File: src/rtl/rf_write_arbiter.sv
// rtl/rf_write_arbiter.sv - two-requester register-file write arbiter, round-robin (fixed priority when RF_ARB_FIXED_PRIO_EN is defined)
module rf_write_arbiter #(
  parameter int DATA_W = 32
) (
  input  logic              clk,
  input  logic              reset_n,
  input  logic              req0,
  input  logic [2:0]        addr0,
  input  logic [DATA_W-1:0] data0,
  output logic              gnt0,
  input  logic              req1,
  input  logic [2:0]        addr1,
  input  logic [DATA_W-1:0] data1,
  output logic              gnt1,
  output logic [7:0]        we,
  output logic [DATA_W-1:0] wr_data,
  output logic              last_gnt
);

  logic              r_gnt0;
  logic              r_gnt1;
  logic [7:0]        r_we;
  logic [DATA_W-1:0] r_wr_data;
  logic              r_last_gnt;
  // Low through the first edge after reset release, so that edge never grants.
  logic              r_armed;

  logic              w_elig0;
  logic              w_elig1;
  logic              w_pick1;
  logic              w_grant;
  logic [2:0]        w_addr;
  logic [7:0]        w_we;

  // Pick a winner among eligible requesters; a requester granted this cycle
  // sits out the next edge so a held req alternates with the other side.
  always_comb begin
    w_elig0 = req0 & ~r_gnt0;
    w_elig1 = req1 & ~r_gnt1;
    w_pick1 = 1'b0;
    if (w_elig0 && w_elig1) begin
`ifdef RF_ARB_FIXED_PRIO_EN
      w_pick1 = 1'b0;
`else
      w_pick1 = ~r_last_gnt;
`endif
    end else begin
      w_pick1 = w_elig1;
    end
    w_grant = r_armed & (w_elig0 | w_elig1);
    w_addr  = w_pick1 ? addr1 : addr0;
    w_we    = 8'b0000_0001 << w_addr;
  end

  // Register the grant, one-hot write enable, datum and round-robin pointer.
  always_ff @(posedge clk or negedge reset_n) begin
    if (!reset_n) begin
      r_gnt0     <= 1'b0;
      r_gnt1     <= 1'b0;
      r_we       <= 8'h00;
      r_wr_data  <= '0;
      r_last_gnt <= 1'b1;
      r_armed    <= 1'b0;
    end else begin
      r_armed <= 1'b1;
      if (w_grant) begin
        r_gnt0     <= ~w_pick1;
        r_gnt1     <= w_pick1;
        r_we       <= w_we;
        r_wr_data  <= w_pick1 ? data1 : data0;
        r_last_gnt <= w_pick1;
      end else begin
        r_gnt0 <= 1'b0;
        r_gnt1 <= 1'b0;
        r_we   <= 8'h00;
      end
    end
  end

  assign gnt0     = r_gnt0;
  assign gnt1     = r_gnt1;
  assign we       = r_we;
  assign wr_data  = r_wr_data;
  assign last_gnt = r_last_gnt;

endmodule

File: config.mk
export PLATFORM = sky130hd
export DESIGN_NAME = rf_write_arbiter
export DESIGN_NICKNAME = d
export VERILOG_FILES = /design/src/rtl/rf_write_arbiter.sv
export SDC_FILE = /design/constraint.sdc
export NUM_CORES = 1
export LEC_CHECK = 0
export CORE_ASPECT_RATIO = 0.9
export CORE_MARGIN = 10
export CORE_UTILIZATION = 30
export CTS_CLUSTER_DIAMETER = 60
export DETAILED_ROUTE_END_ITERATION = 7
export GPL_TIMING_DRIVEN = 0
export PLACE_DENSITY = 0.73
export SYNTH_ARGS = -nofsm -noshare
export SYNTH_HDL_FRONTEND = slang
export SYNTH_SLANG_ARGS = --single-unit
File: constraint.sdc
create_clock -name clk -period 1.6 [get_ports clk]
set_input_delay 0.32 -clock clk [delete_from_list [all_inputs] [get_ports clk]]
set_output_delay 0.32 -clock clk [all_outputs]
set_load 0.05 [all_outputs]
==> results.json <==
{
  "clock-sinks": 44,
  "antenna-diode-count": 0,
  "synth_edf_count": 0,
  "fraction_of_layout_instances_using_a_drive_strength_above_1_pct": 20.2,
  "final.setup.tns_ns": -3.26,
  "regToRegEndpoint": "wr_data[28]$_DFFE_PN0P_",
  "finalSetupViolCount": 29,
  "area.growth.synth_to_final_pct": 75.8,
  "htree_num_levels": 2,
  "r2r_slack_ns": -0.15,
  "maxClockFrequency_mhz": 573,
  "outcome": "finished, violations left",
  "synth_warnings": 0,
  "synth_fp_nets": 243,
  "globalRouteOverflowTotal": 0,
  "post_synth_instance_area_um2": 2050,
  "most-common-layout-cells": "sky130_fd_sc_hd__clkdlybuf4s50_1, sky130_fd_sc_hd__dlygate4sd2_1, sky130_fd_sc_hd__dfrtp_1",
  "p_leak_uw": 0.00167,
  "finalWeightedCongestion": 0.827,
  "final_cell_count_no_fill": 392,
  "fp.dieArea_um2": 10500,
  "vias_per_cell": 5.01,
  "routed_wl_um": 7310,
  "post_synthesis_sequential_element_count": 44,
  "grt.total_usage_pct": 13.0,
  "cap_violations": 0,
  "worstSkewPairLatency_ns": 0.29,
  "max_slew.worst_pin.slew_ns": 0.525,
  "worstPathMaxFanout": 5,
  "timing.hold.ws_ns": 0.510,
  "ys_top_cells_by_area": "sky130_fd_sc_hd__dfrtp_1, sky130_fd_sc_hd__a221o_1, sky130_fd_sc_hd__and3_1, sky130_fd_sc_hd__buf_6, sky130_fd_sc_hd__a21oi_1",
  "worst-endpoint-required_ns": 1.78,
  "antenna_found_initial": 0,
  "fp.dieH_um": 98.3,
  "grt_start_max_net_pins": 25,
  "worst_hold_path_type": "flop to flop",
  "yosys.cell_types.count": 31,
  "worst_clock_skew_ns": 0.00525,
  "rsz0062_at_grt": "yes",
  "power-per-cell-area_nw_per_um2": 1040,
  "wire_length_of_the_first_global_routing_pass_um": 11100,
  "clk_transition_reported_paths_ns": 0.08,
  "dr_total_vias": 1964,
  "synth_cells": 169,
  "timing.rr.start": "last_gnt$_DFFE_PN1P_",
  "violated_checks": "negative setup slack",
  "worstPathArrival_ns": 1.92,
  "synth_area_per_cell_um2": 12.1,
  "synth_flop_type": "sky130_fd_sc_hd__dfrtp_1",
  "max-clock-path-buffers": 2,
  "fp-row-count": 28,
  "number_of_fillers_in_the_final_layout": 618,
  "critical_path.startpoint_type": "flop",
  "pin_count": 117,
  "first_global_vias": 2078,
  "synth_area_leader_cell": "sky130_fd_sc_hd__dfrtp_1",
  "drt_iter0_markers": 39,
  "async_flop_share_pct": 100,
  "place.detailed.instances": 376,
  "worst_hold_path.num_cells": 1,
  "worst_hold_startpoint": "wr_data[25]$_DFFE_PN0P_",
  "final_critical_path_setup_slack_ns": -0.146,
  "layout.nets": 375,
  "layout.area.seq_um2": 1110,
  "max_slew_margin_pct": 65.2,
  "min_period_over_period_pct": 109,
  "initial_utilization_pct": 31.1,
  "antenna_violating_nets_post_route": 0,
  "netlist.area_leader.share_pct": 52.6,
  "hold_viol_final": 0,
  "port_buffers": 116,
  "ys_seq_area_share_pct": 53.9,
  "setup.worst_path.end_class": "flop",
  "worst_r2r_path_depth": 5,
  "die_width_um": 107,
  "final_max_slew_viol_count": 0,
  "remaining_routing_drc_violations": 0,
  "dpl.hpwl_um": 5280,
  "wl_per_cell_um": 18.6,
  "timing.hold.worst_endpoint": "wr_data[25]$_DFFE_PN0P_",
  "cts_root_buf": "sky130_fd_sc_hd__clkbuf_8",
  "vdd.ir_drop.worst_mv": 0.415,
  "final_common_cell": "sky130_fd_sc_hd__clkdlybuf4s50_1",
  "core_box_area_um2": 6590,
  "fin_crit_ns": 1.75,
  "cts_tree": "built",
  "cts_buffers": 5,
  "multiInputGateArea_um2": 941,
  "detailedRoute.firstPassIterationCount": 4,
  "crit_type": "flop to flop"
}
## sequential cells by signal, summed over array words and instances, names as in the netlist
signal / count
gnt0: 1
gnt1: 1
last_gnt: 1
r_armed: 1
we: 8
wr_data: 32
## critical path: stages, from the launching register on
cell and delay, ns:
sky130_fd_sc_hd__dfstp_4 0.48, sky130_fd_sc_hd__buf_6 0.13, sky130_fd_sc_hd__or3b_4 0.44, sky130_fd_sc_hd__buf_6 0.16, sky130_fd_sc_hd__and3_1 0.15, sky130_fd_sc_hd__a221o_1 0.26
## report_power, final
part | total [µW] | internal (µW) | switching [µW]
clock network | 844 | 464 | 381
logic | 1520 | 579 | 941
registers | 1370 | 1280 | 91.8
total | 3740 | 2330 | 1410
## metrics by stage
| stage | total power, µW | setup WS [ns] | cell area [µm²] | utilization, % |
|---|---|---|---|---|
| floorplan | 2300 | -0.0540 | 2080 | - |
| global placement | 2950 | -1.20 | 3350 | 50.9 |
| detailed placement | 2970 | -0.482 | 3360 | 51.1 |
| CTS | 3720 | -0.200 | 3480 | 52.8 |
| global route | 3920 | -0.176 | 3600 | 54.6 |
| finish | 3740 | -0.146 | 3600 | 54.6 |
## routing by layer
metal / global-route usage, % / share of wire, % / up-vias
li1: - / - / 939
met1: 15.6 / 44 / 931
met2: 20.7 / 46 / 87
met3: 6.44 / 9.5 / 7
met4: 2.50 / 0.81 / 0
met5: 0 / 0 / -
## area by class of cell
class	instances	share of cell area (%)
Clock inverter	2	0.974
Inverter	2	0.209
Sequential cell	44	30.8
Tap cell	90	3.13
Buffer	15	3.34
Multi-Input combinational cell	108	26.2
Clock buffer	6	2.02
Timing Repair Buffer	125	33.3
## cell usage after synthesis, types with 3 or more instances
master	number
sky130_fd_sc_hd__dfrtp_1	43
sky130_fd_sc_hd__a221o_1	32
sky130_fd_sc_hd__and3_1	30
sky130_fd_sc_hd__a21oi_1	8
sky130_fd_sc_hd__buf_2	8
sky130_fd_sc_hd__buf_6	4
sky130_fd_sc_hd__clkbuf_1	4
sky130_fd_sc_hd__nor2b_1	4
sky130_fd_sc_hd__o2111ai_1	4
sky130_fd_sc_hd__and3_2	3
sky130_fd_sc_hd__nand4_1	3
## how the worst max path moves through the flow
stage,startpoint,end,slack [ns],cells after the start
after floorplan,last_gnt$_DFFE_PN1P_,wr_data[0]$_DFFE_PN0P_,-0.05,5
after global placement,reset_n,gnt0$_DFF_PN0_,-1.20,1
after detailed placement,req1,wr_data[31]$_DFFE_PN0P_,-0.48,6
after CTS,last_gnt$_DFFE_PN1P_,last_gnt,-0.20,1
after global routing,last_gnt$_DFFE_PN1P_,wr_data[2]$_DFFE_PN0P_,-0.18,5
final,last_gnt$_DFFE_PN1P_,wr_data[28]$_DFFE_PN0P_,-0.15,5
## timing repair
item / CTS / global route
pin swaps: 4 / 17
endpoints found under the hold margin: 5 / 0
setup endpoints to repair: 75 / 36
gates resized for setup: 52 / 28
hold buffers: 1 / 0
gates cloned: 1 / 3
buffers inserted: 3 / 1
## logic make-up (layout without fill, tap and decap cells)
family	Yosys count	after routing	share of synthesized area [%]
buffers and inverters	18	150	5.26
AO/OA/AOI/OAI	50	50	22.0
AND/OR/NAND/NOR	56	57	18.7
other	1	1	0.183
flip-flops	44	44	53.9
Power figures use the tool's default switching activity.
